--- src/rtl/ctrlu_pkg.sv ---
// Shared types and encodings for the multi-cycle control unit: state enum,
// opcodes, ALU control codes and datapath mux selects.
package ctrlu_pkg;

  typedef enum logic [3:0] {
    FETCH,
    DECODE,
    MEMADR,
    MEMREAD,
    MEMWB,
    MEMWRITE,
    EXECR,
    EXECI,
    ALUWB,
    BRANCH,
    TRAP,
    JAL
  } state_t;

  // ALU operation class handed to the ALU decoder
  typedef enum logic [1:0] {
    ALUOP_ADD   = 2'b00,
    ALUOP_SUB   = 2'b01,
    ALUOP_RTYPE = 2'b10,
    ALUOP_ITYPE = 2'b11
  } aluop_t;

  localparam logic [6:0] OP_LOAD   = 7'b0000011;
  localparam logic [6:0] OP_STORE  = 7'b0100011;
  localparam logic [6:0] OP_RTYPE  = 7'b0110011;
  localparam logic [6:0] OP_ITYPE  = 7'b0010011;
  localparam logic [6:0] OP_BRANCH = 7'b1100011;
  localparam logic [6:0] OP_JAL    = 7'b1101111;

  localparam logic [2:0] F3_ADD = 3'b000;
  localparam logic [2:0] F3_SLT = 3'b010;
  localparam logic [2:0] F3_OR  = 3'b110;
  localparam logic [2:0] F3_AND = 3'b111;
  localparam logic [2:0] F3_BEQ = 3'b000;
  localparam logic [2:0] F3_BNE = 3'b001;

  localparam logic [2:0] ALU_ADD = 3'b000;
  localparam logic [2:0] ALU_SUB = 3'b001;
  localparam logic [2:0] ALU_AND = 3'b010;
  localparam logic [2:0] ALU_OR  = 3'b011;
  localparam logic [2:0] ALU_SLT = 3'b101;

  localparam logic [1:0] IMM_I = 2'b00;
  localparam logic [1:0] IMM_S = 2'b01;
  localparam logic [1:0] IMM_B = 2'b10;
  localparam logic [1:0] IMM_J = 2'b11;

  localparam logic [1:0] RES_ALUOUT  = 2'b00;
  localparam logic [1:0] RES_MEMDATA = 2'b01;
  localparam logic [1:0] RES_PC4     = 2'b10;

  localparam logic [1:0] SRCA_PC    = 2'b00;
  localparam logic [1:0] SRCA_OLDPC = 2'b01;
  localparam logic [1:0] SRCA_RS1   = 2'b10;

  localparam logic [1:0] SRCB_RS2  = 2'b00;
  localparam logic [1:0] SRCB_IMM  = 2'b01;
  localparam logic [1:0] SRCB_FOUR = 2'b10;

endpackage

--- src/rtl/mc_ctrlu_alu_decoder.sv ---
// Combinational ALU decoder: maps the ALU operation class plus funct3/funct7b5
// to a 3-bit ALU control code and flags encodings the ALU does not support.
module alu_decoder
  import ctrlu_pkg::*;
(
  input  logic [1:0] aluop,
  input  logic [2:0] funct3,
  input  logic       funct7b5,
  output logic [2:0] aluctrl,
  output logic       illegal
);

  // funct7b5 only turns add into sub for register-register operations
  always_comb begin
    aluctrl = ALU_ADD;
    illegal = 1'b0;
    case (aluop)
      ALUOP_ADD: aluctrl = ALU_ADD;
      ALUOP_SUB: aluctrl = ALU_SUB;
      default: begin
        case (funct3)
          F3_ADD:  aluctrl = (aluop == ALUOP_RTYPE && funct7b5) ? ALU_SUB : ALU_ADD;
          F3_SLT:  aluctrl = ALU_SLT;
          F3_OR:   aluctrl = ALU_OR;
          F3_AND:  aluctrl = ALU_AND;
          default: illegal = 1'b1;
        endcase
      end
    endcase
  end

endmodule

--- src/rtl/mc_ctrlu.sv ---
// Multi-cycle control unit with memory-wait timeout, sticky trap and retired
// instruction counter. Define CTRLU_JAL_EN to add the two-cycle JAL state.
module mc_ctrlu
  import ctrlu_pkg::*;
#(
  parameter int ALU_CTRL_W   = 3,
  parameter int MEM_WAIT_MAX = 15,
  parameter int INSTRET_W    = 32
) (
  input  logic                  clk,
  input  logic                  rst,
  input  logic [6:0]            op,
  input  logic [2:0]            funct3,
  input  logic                  funct7b5,
  input  logic                  EQ,
  input  logic                  mem_ready,
  output logic                  IRWrite,
  output logic                  PCWrite,
  output logic                  RegWrite,
  output logic                  MemWrite,
  output logic                  MemRead,
  output logic                  AdrSrc,
  output logic [1:0]            ALUsrcA,
  output logic [1:0]            ALUsrcB,
  output logic [1:0]            ImmSrc,
  output logic [1:0]            ResultSrc,
  output logic [ALU_CTRL_W-1:0] ALUctrl,
  output logic                  trap,
  output logic [INSTRET_W-1:0]  instret
);

  localparam int WAIT_W = $clog2(MEM_WAIT_MAX + 1);
  localparam logic [WAIT_W-1:0] WAIT_LAST = WAIT_W'(MEM_WAIT_MAX - 1);

  state_t            state;
  state_t            nextState;
  aluop_t            aluop;
  logic [2:0]        aluCtrl3;
  logic              aluIllegal;
  logic [WAIT_W-1:0] waitCnt;
  logic              isWaitState;
  logic              timeout;
  logic              retire;
`ifdef CTRLU_JAL_EN
  logic              jalPhase;
`endif

  alu_decoder u_aludec (
    .aluop   (aluop),
    .funct3  (funct3),
    .funct7b5(funct7b5),
    .aluctrl (aluCtrl3),
    .illegal (aluIllegal)
  );

  assign isWaitState = (state == FETCH) || (state == MEMREAD) || (state == MEMWRITE);
  assign timeout     = !mem_ready && (waitCnt == WAIT_LAST);
  assign trap        = (state == TRAP);

  always_comb begin
    ALUctrl      = '0;
    ALUctrl[2:0] = aluCtrl3;
  end

  always_comb begin
    nextState = state;
    IRWrite   = 1'b0;
    PCWrite   = 1'b0;
    RegWrite  = 1'b0;
    MemWrite  = 1'b0;
    MemRead   = 1'b0;
    AdrSrc    = 1'b0;
    ALUsrcA   = SRCA_PC;
    ALUsrcB   = SRCB_FOUR;
    ImmSrc    = IMM_I;
    ResultSrc = RES_ALUOUT;
    aluop     = ALUOP_ADD;
    retire    = 1'b0;
    case (state)
      FETCH: begin
        MemRead = 1'b1;
        if (mem_ready) begin
          IRWrite   = 1'b1;
          PCWrite   = 1'b1;
          nextState = DECODE;
        end else if (timeout) begin
          nextState = TRAP;
        end
      end
      // Branch target is precomputed here so BRANCH only needs the compare
      DECODE: begin
        ALUsrcA = SRCA_OLDPC;
        ALUsrcB = SRCB_IMM;
        ImmSrc  = IMM_B;
        case (op)
          OP_LOAD, OP_STORE: nextState = MEMADR;
          OP_RTYPE:          nextState = EXECR;
          OP_ITYPE:          nextState = EXECI;
          OP_BRANCH:         nextState = BRANCH;
`ifdef CTRLU_JAL_EN
          OP_JAL:            nextState = JAL;
`endif
          default:           nextState = TRAP;
        endcase
      end
      MEMADR: begin
        ALUsrcA   = SRCA_RS1;
        ALUsrcB   = SRCB_IMM;
        ImmSrc    = (op == OP_STORE) ? IMM_S : IMM_I;
        nextState = (op == OP_STORE) ? MEMWRITE : MEMREAD;
      end
      MEMREAD: begin
        MemRead = 1'b1;
        AdrSrc  = 1'b1;
        if (mem_ready)    nextState = MEMWB;
        else if (timeout) nextState = TRAP;
      end
      MEMWB: begin
        RegWrite  = 1'b1;
        ResultSrc = RES_MEMDATA;
        retire    = 1'b1;
        nextState = FETCH;
      end
      MEMWRITE: begin
        MemWrite = 1'b1;
        AdrSrc   = 1'b1;
        if (mem_ready) begin
          retire    = 1'b1;
          nextState = FETCH;
        end else if (timeout) begin
          nextState = TRAP;
        end
      end
      EXECR: begin
        ALUsrcA   = SRCA_RS1;
        ALUsrcB   = SRCB_RS2;
        aluop     = ALUOP_RTYPE;
        nextState = aluIllegal ? TRAP : ALUWB;
      end
      EXECI: begin
        ALUsrcA   = SRCA_RS1;
        ALUsrcB   = SRCB_IMM;
        ImmSrc    = IMM_I;
        aluop     = ALUOP_ITYPE;
        nextState = aluIllegal ? TRAP : ALUWB;
      end
      ALUWB: begin
        RegWrite  = 1'b1;
        ResultSrc = RES_ALUOUT;
        retire    = 1'b1;
        nextState = FETCH;
      end
      BRANCH: begin
        ALUsrcA   = SRCA_RS1;
        ALUsrcB   = SRCB_RS2;
        ImmSrc    = IMM_B;
        aluop     = ALUOP_SUB;
        ResultSrc = RES_ALUOUT;
        case (funct3)
          F3_BEQ: begin
            PCWrite   = EQ;
            retire    = 1'b1;
            nextState = FETCH;
          end
          F3_BNE: begin
            PCWrite   = !EQ;
            retire    = 1'b1;
            nextState = FETCH;
          end
          default: nextState = TRAP;
        endcase
      end
`ifdef CTRLU_JAL_EN
      // First JAL cycle forms PC_old+imm, second commits PC and link register
      JAL: begin
        ALUsrcA = SRCA_OLDPC;
        ALUsrcB = SRCB_IMM;
        ImmSrc  = IMM_J;
        if (jalPhase) begin
          PCWrite   = 1'b1;
          RegWrite  = 1'b1;
          ResultSrc = RES_PC4;
          retire    = 1'b1;
          nextState = FETCH;
        end
      end
`endif
      TRAP:    nextState = TRAP;
      default: nextState = TRAP;
    endcase
    // The reset cycle must never write architectural state
    if (rst) begin
      IRWrite  = 1'b0;
      PCWrite  = 1'b0;
      RegWrite = 1'b0;
      MemWrite = 1'b0;
      MemRead  = 1'b0;
    end
  end

  always_ff @(posedge clk) begin
    if (rst) begin
      state   <= FETCH;
      waitCnt <= '0;
      instret <= '0;
    end else begin
      state   <= nextState;
      instret <= instret + INSTRET_W'(retire);
      if (nextState != state)
        waitCnt <= '0;
      else if (isWaitState && !mem_ready)
        waitCnt <= waitCnt + 1'b1;
    end
  end

`ifdef CTRLU_JAL_EN
  always_ff @(posedge clk) begin
    if (rst) jalPhase <= 1'b0;
    else     jalPhase <= (state == JAL) && !jalPhase;
  end
`endif

endmodule

--- config.mk ---
export PLATFORM = sky130hd
export DESIGN_NAME = mc_ctrlu
export DESIGN_NICKNAME = d
export VERILOG_FILES = /design/src/rtl/ctrlu_pkg.sv /design/src/rtl/mc_ctrlu_alu_decoder.sv /design/src/rtl/mc_ctrlu.sv
export SDC_FILE = /design/constraint.sdc
export NUM_CORES = 1
export LEC_CHECK = 0
export CAP_MARGIN = 0
export CORE_MARGIN = 3
export CORE_UTILIZATION = 45
export CTS_CLUSTER_SIZE = 20
export DETAILED_ROUTE_END_ITERATION = 7
export PLACE_DENSITY = 0.76
export SETUP_SLACK_MARGIN = 0.1
export SLEW_MARGIN = 20
export SYNTH_ARGS = -nofsm -noshare
export SYNTH_HDL_FRONTEND = slang
export SYNTH_SLANG_ARGS = --single-unit
--- constraint.sdc ---
create_clock -name clk -period 7.81 [get_ports clk]
set_input_delay 1.562 -clock clk [delete_from_list [all_inputs] [get_ports clk]]
set_output_delay 1.562 -clock clk [all_outputs]
set_load 0.02 [all_outputs]
==> results of run 1 <==
## logic make-up (layout without fill, tap and decap cells)
group | after synthesis | in the layout
other cells | 1 | 1
fa+ha+maj | 4 | 4
buf+inv | 20 | 75
compound gates | 37 | 37
xor+xnor | 33 | 33
flops | 40 | 40
simple gates | 152 | 152
## per-stage QoR
step	instance area, µm²	total power [mW]	setup slack (ns)	hold slack [ns]
floorplan	2260	0.302	3.57	0.508
global placement	2910	0.341	2.80	0.497
detailed placement	2910	0.342	2.78	0.509
CTS	3000	0.486	2.76	0.519
global route	3000	0.510	2.61	0.564
finish	3000	0.479	2.76	0.526
## cell type report
class	count	area (µm²)
fillers	430	1780
multi-input cells	227	1370
flip-flops and latches	40	801
repair buffers	64	638
clock buffers	7	96.3
well taps	67	83.8
inverters	4	15.0
## cell usage in the layout, fill, tap and decap left out, drive strengths merged, types with 3 or more instances in the layout
| cell type | instances |
|---|---|
| a21oi | 12 |
| and3 | 4 |
| and4 | 5 |
| clkbuf | 7 |
| clkdlybuf4s50 | 63 |
| dfxtp | 40 |
| ha | 4 |
| inv | 4 |
| nand2 | 26 |
| nand3 | 12 |
| nand3b | 3 |
| nor2 | 54 |
| nor2b | 9 |
| nor3 | 10 |
| nor4 | 5 |
| nor4b | 3 |
| o21ai | 10 |
| o31ai | 3 |
| or3 | 6 |
| xnor2 | 13 |
| xor2 | 20 |
## state kept, by name, indices dropped and copies added, names as in the netlist
signal and cells:
instret 32, waitCnt 4, state 4
## path summary, 6_finish.rpt
check	start	endpoint	cells after the start
setup / recovery	mem_ready	PCWrite	6
hold / removal	instret[5]$_SDFF_PP0_	instret[5]$_SDFF_PP0_	2
setup reg to reg	state[2]$_SDFF_PP0_	instret[26]$_SDFF_PP0_	11
hold reg to reg	instret[5]$_SDFF_PP0_	instret[5]$_SDFF_PP0_	2
## critical path, stage by stage
cell	delay, ns
sky130_fd_sc_hd__clkdlybuf4s50_1	0.59
sky130_fd_sc_hd__inv_1	0.08
sky130_fd_sc_hd__or3_1	0.31
sky130_fd_sc_hd__nor3_1	0.21
sky130_fd_sc_hd__a41o_1	0.13
sky130_fd_sc_hd__clkdlybuf4s50_1	0.59
## per-layer routing
layer	wire length, µm	vias to the layer above	share of wire, %	GRT usage [%]
li1	-	1088	-	-
met1	2210	981	45	22.3
met2	2320	69	47	28.1
met3	334	9	6.8	4.69
met4	78	0	1.6	5.98
met5	0	-	0	0
## power breakdown
part | switching, mW | total (mW) | internal, mW
combinational | 0.0595 | 0.113 | 0.0536
clock | 0.0628 | 0.141 | 0.0785
sequential | 0.0165 | 0.225 | 0.208
total | 0.139 | 0.479 | 0.341
==> impl_summary.txt, run 1 <==
----------------------------------------------------
[Timing]
  Worst-case clock skew ... 0.00434 ns
  Setup TNS Final ... 0 ns
  Actual transition at the worst max-transition pin ... 0.913 ns
  Clock period minus worst slack ... 5.05 ns
  Relative slew slack ... 39.1%
  Final setup fails ... 0
  Maximum operating frequency ... about 200 MHz
  Period Utilization, post-route ... between 60% and 70%
  Number of pins with negative max-slew slack in the final report ... 0
  Unrepaired setup endpoints after global routing ... false
  Final hold violations ... 0

[Route]
  Number of nets with antenna violations after routing ... 0
  Remaining routing DRC violations ... 0
  Sum of routed wire length over all layers ... 4940 µm
  Routed via count ... between 2000 and 2500
  Routed WL per cell ... 12.1 µm
  Via density per instance ... 5.25
  1st-pass router iterations ... 4
  Starting DRT DRC Count ... 95

[CTS]
  Post-CTS setup buffers ... 0
  Number of levels the H-tree was split into ... 2
  Number of hold buffers added after cts ... 0
  Resized cells post-CTS ... 0
  Root Buffer Master ... sky130_fd_sc_hd__clkbuf_8
  Clock transition at path regs ... 0.07 ns
  CTS Buffer Depth ... 2
  Later-pin clock latency in the skew report ... 0.29 ns
  TritonCTS buffer count ... 5
  Clock tree from TritonCTS ... done
  Num Clock Sinks ... 40

[Logic synthesis]
  Largest cells by area after synthesis ... sky130_fd_sc_hd__dfxtp_1 35%, sky130_fd_sc_hd__nor2_1 9.0%, sky130_fd_sc_hd__xor2_1 7.8%
  Cell area after technology mapping ... 2260 µm²
  Dominant combinational cell family by area after synthesis ... simple AND/OR/NAND/NOR gates
  Share of synthesized cell area in and, or, nand and nor gates ... between 30% and 40%
  Proportion of synthesized flip-flops having asynchronous set or reset ... 0%
  Ys flop type ... sky130_fd_sc_hd__dfxtp_1
  Mux cell area share after synthesis ... 0%
  Post-synthesis average cell area ... ~8 µm²
  Synthesized-area fraction occupied by ao, oa, aoi and oai cells ... 11.1%
  Proportion of netlist area held by the largest area contributor ... 35.4%
  Xor/xnor cell area share of the yosys netlist ... around 13%
  Sequential fraction of the synthesis area ... approximately 35%
  Most instantiated library cell after synthesis ... sky130_fd_sc_hd__nor2_1
  Synth warn ... 0
  Number of synthesized flops with an enable pin ... 0
  Cell type with the highest aggregate area in the netlist ... sky130_fd_sc_hd__dfxtp_1
  Number of library cell types mapped by synthesis ... 47
  Number of nets in the synthesized netlist ... ~300
  Most numerous cell types in the synthesized netlist ... 54 x sky130_fd_sc_hd__nor2_1, 40 x sky130_fd_sc_hd__dfxtp_1, 26 x sky130_fd_sc_hd__nand2_1
  Count of state elements after synthesis ... 40
  Synthesized instance count ... 287
  Adder-Cell Fraction of Synth Area ... 2.21%

[Power]
  Power Dens Cells ... 160 nW/µm²
  Worst vdd rail ir drop ... between 0.09 and 0.1 mV
  Static leakage power ... between 1 and 1.5 nW

[Worst setup path]
  Data arrival at the endpoint of the critical path ... 3.49 ns
  Startpoint type of the worst setup path ... input port
  Required time at the endpoint of the critical path ... between 6 and 7 ns
  Setup slack, reg-to-reg ... between 4 and 5 ns
  Classification of the worst setup path ... in -> out
  Crit path capture type ... primary output
  Critical-path maximum fanout ... 7

[Die]
  Initial core utilization ... between 40% and 50%
  Number of I/O pins ... 65
  X dimension of the die ... 76.9 µm
  Height of the chip ... 76.9 µm
  Die outline area ... 5910 µm²
  Floorplan core area ... between 4000 and 5000 µm²
  Standard-cell rows ... 25

[Final layout]
  Area Growth Syn to Fin ... 32.8%
  Layout cell share with drive strength beyond 1 ... 4.09%
  Antenna diode count ... 0
  Final #Nets ... 361
  Layout Cells excl Fill ... 409
  Post-route core utilization ... 62.7%

[Worst hold path]
  Hold crit path type ... reg -> reg

[Global routing]
  Via count of the first global-routing pass ... 1909
  Total routing resource utilization after global routing ... 17.4%
  Number of antenna violations at the first check in global routing ... 0
  Global-route wire length before repair ... between 8000 and 9000 µm
  GR Overflow Total ... 0
  Maximum number of pins on one net before global-route repair ... 27

[Job]
  Max-cap violation count ... 0

[Place]
  Hpwl dp ... approximately 3800 µm
  Last weighted congestion value of the routability-driven placer ... slightly above 0.8
  Post-placement cell count ... between 400 and 500
  IO buf count ... 63

[Status]
  Outcome ... complete, no violations

----------------------------------------------------
Note: power is estimated with default switching activity, not from simulation.
==> inputs of run 2 (changes only) <==
CORE_UTILIZATION = 43   (was 45)
clock period = 4.1 ns   (was 7.81 ns; I/O delays follow)
==> run 2 against run 1 <==
Global-route usage down 0.074 points. Register-to-register slack lost 3.6 ns. First-iteration DRC count up 3.2%. Via count fell by 1.6%. Worst hold slack worse by 0.012 ns. Routed wire length grew 2.5%. Clock-buffer cell count down 1. Clock power rose by 120%. Power up 98%. Sequential cell count stayed put. Design area up 0.38%. Critical path depth is the same. Critical endpoint unchanged. Largest cell class unchanged.
==> impl_summary.txt, run 2 (synthesized netlist as in run 1, its figures left out) <==
----------------------------------------------------
[Worst setup path]
  Longest individual stage delay on the worst path ... 0.60 ns (about the same)
  Required time at the endpoint of the critical path ... 3.28 ns (-2.97 ns)
  CP max-delay cell ... sky130_fd_sc_hd__clkdlybuf4s50_1
  Worst setup path startpoint ... mem_ready
  Series of cell instances along the critical path ... clkdlybuf4s50_1, inv_1, or3_1, nor3_1, a41o_1, clkdlybuf4s50_1
  Worst reg2reg path startpoint ... state[3]$_SDFF_PP0_
  Combined buffer and inverter count along the critical path ... 3 (unchanged)
  Critical-path maximum fanout ... 7 (unchanged)
  Crit-path leading delay family ... buffers and inverters
  Startpoint type of the worst setup path ... input port
  Worst path most repeated cell ... sky130_fd_sc_hd__clkdlybuf4s50_1
  Crit path capture type ... primary output
  Data arrival at the endpoint of the critical path ... 2.79 ns (-0.70 ns)
  Classification of the worst setup path ... in -> out

[CTS]
  CTS Buffer Depth ... 2 (unchanged)
  Later-pin clock latency in the skew report ... 0.28 ns (about the same)
  Number of hold buffers added after cts ... 0 (unchanged)
  Num Clock Sinks ... 40 (unchanged)
  Clock transition at path regs ... 0.07 ns (about the same)
  Resized cells post-CTS ... 0 (unchanged)
  Clock tree from TritonCTS ... done
  Number of levels the H-tree was split into ... 2 (unchanged)
  TritonCTS buffer count ... 5 (unchanged)
  Root Buffer Master ... sky130_fd_sc_hd__clkbuf_8
  Post-CTS setup buffers ... 0 (unchanged)

[Status]
  Outcome ... complete, no violations

[Timing]
  Unrepaired setup endpoints after global routing ... false
  Relative slew slack ... 44.2% (+5.1 points)
  Setup TNS Final ... 0 ns (unchanged)
  Final hold violations ... 0 (unchanged)
  Final setup fails ... 0 (unchanged)
  Maximum operating frequency ... 277 MHz
  Clock period minus worst slack ... 3.61 ns
  Worst-case clock skew ... 0.00470 ns (+0.000354 ns)
  Setup slack after layout ... 0.490 ns (-2.27 ns)
  Actual transition at the worst max-transition pin ... 0.836 ns (-0.0766 ns)
  Period Utilization, post-route ... 88.0%
  Number of pins with negative max-slew slack in the final report ... 0 (unchanged)
  Worst slack on hold paths ... 0.514 ns (-0.0118 ns)

[Final layout]
  Biggest regs ... instret x32, state x4, waitCnt x4
  Biggest register ... instret
  Antenna diode count ... 0 (unchanged)
  Layout Cells excl Fill ... 410 (+0.24%)
  Leading cell types in the layout, fill and taps excluded ... 63 x sky130_fd_sc_hd__clkdlybuf4s50_1, 54 x sky130_fd_sc_hd__nor2_1, 40 x sky130_fd_sc_hd__dfxtp_1
  Flip-flop count of the largest register, all copies and words added ... 32 (unchanged)
  Post-route core utilization ... 61.4% (-1.4 points)
  Finished Cell Area ... 3010 µm² (+0.38%)
  Layout cell share with drive strength beyond 1 ... 4.08% (-0.012 points)
  Final #Nets ... 361 (unchanged)
  Area Growth Syn to Fin ... 33.3%
  Most common cell after layout, fill and taps aside ... sky130_fd_sc_hd__clkdlybuf4s50_1

[Worst hold path]
  Hold Crit Start ... instret[31]$_SDFF_PP0_
  Hold crit path type ... reg -> reg

[Die]
  Floorplan core area ... 4910 µm² (+2.6%)
  X dimension of the die ... 78.5 µm (+2.1%)
  Height of the chip ... 78.5 µm (+2.1%)
  Die outline area ... 6160 µm² (+4.3%)
  Standard-cell rows ... 25 (unchanged)
  Number of I/O pins ... 65 (unchanged)
  Initial core utilization ... 46.0% (-1.2 points)

[Route]
  Highest routed metal layer ... met4
  1st-pass router iterations ... 4 (unchanged)
  Sum of met2 wire segment lengths after detailed routing ... 2210 µm (-4.7%)
  Routed WL per cell ... 12.3 µm (+2.2%)
  Number of nets with antenna violations after routing ... 0 (unchanged)
  Remaining routing DRC violations ... 0 (unchanged)
  Sum of routed wire length over all layers ... 5060 µm (+2.5%)
  Starting DRT DRC Count ... 98 (+3.2%)
  Met3 wirelength from detailed routing ... 368 µm (+10%)
  Routed via count ... 2113 (-1.6%)
  Length of routed wiring on met1 ... 2380 µm (+7.9%)
  Via density per instance ... 5.15 (-1.8%)

[Place]
  Post-placement cell count ... 402 (unchanged)
  Worst slack at placement ... 0.298 ns (-2.48 ns)
  Hpwl dp ... 3860 µm (+0.85%)
  Placed inst area ... 2910 µm² (unchanged)
  IO buf count ... 63 (unchanged)
  Last weighted congestion value of the routability-driven placer ... 0.823 (+0.39%)

[Power]
  Overall power consumption ... 0.951 mW (+98%)
  Worst vdd rail ir drop ... 0.155 mV (+58%)
  Static leakage power ... 1.10 nW (+0.44%)
  Power Dens Cells ... 316 nW/µm² (+98%)

[Global routing]
  GR Overflow Total ... 0 (unchanged)
  Total routing resource utilization after global routing ... 17.3% (-0.074 points)
  Maximum number of pins on one net before global-route repair ... 33 (+22%)
  Via count of the first global-routing pass ... 1994 (+4.5%)
  Global-route wire length before repair ... 8740 µm (+1.4%)
  Number of antenna violations at the first check in global routing ... 0 (unchanged)

[Job]
  Max-cap violation count ... 0 (unchanged)

----------------------------------------------------
-- run 2: final timing paths --
path,slack (ns),end,cells past startpoint
worst max-delay path,0.49,PCWrite,6
worst min-delay path,0.51,instret[31]$_SDFF_PP0_,2
worst min register to register,0.51,instret[31]$_SDFF_PP0_,2
worst max register to register,0.95,instret[15]$_SDFF_PP0_,9
-- run 2: tightest hold or removal path, cell delays in order, from the launching register on --
cell and delay, ns:
sky130_fd_sc_hd__dfxtp_1 0.35, sky130_fd_sc_hd__xor2_1 0.07, sky130_fd_sc_hd__nor2_1 0.07
-- run 2: cell type report --
type	count	area, µm²
fillers	455	1900
multi-input cells	227	1370
flip-flops and latches	40	801
repair buffers	64	638
well taps	67	83.8
clock buffers	6	72.6
clock inverters	2	35.0
inverters	4	15.0
-- run 2: report_power, final --
part | internal (mW) | total [mW] | switching, mW
sequential | 0.397 | 0.427 | 0.0302
clock | 0.181 | 0.308 | 0.128
combinational | 0.102 | 0.216 | 0.114
-- run 2: routing by layer --
metal / up-vias / GRT usage [%]
met1: 922 / 22.1
met2: 85 / 27.9
met4: 0 / 6.64
met5: - / 0
li1: 1097 / -
met3: 9 / 4.59
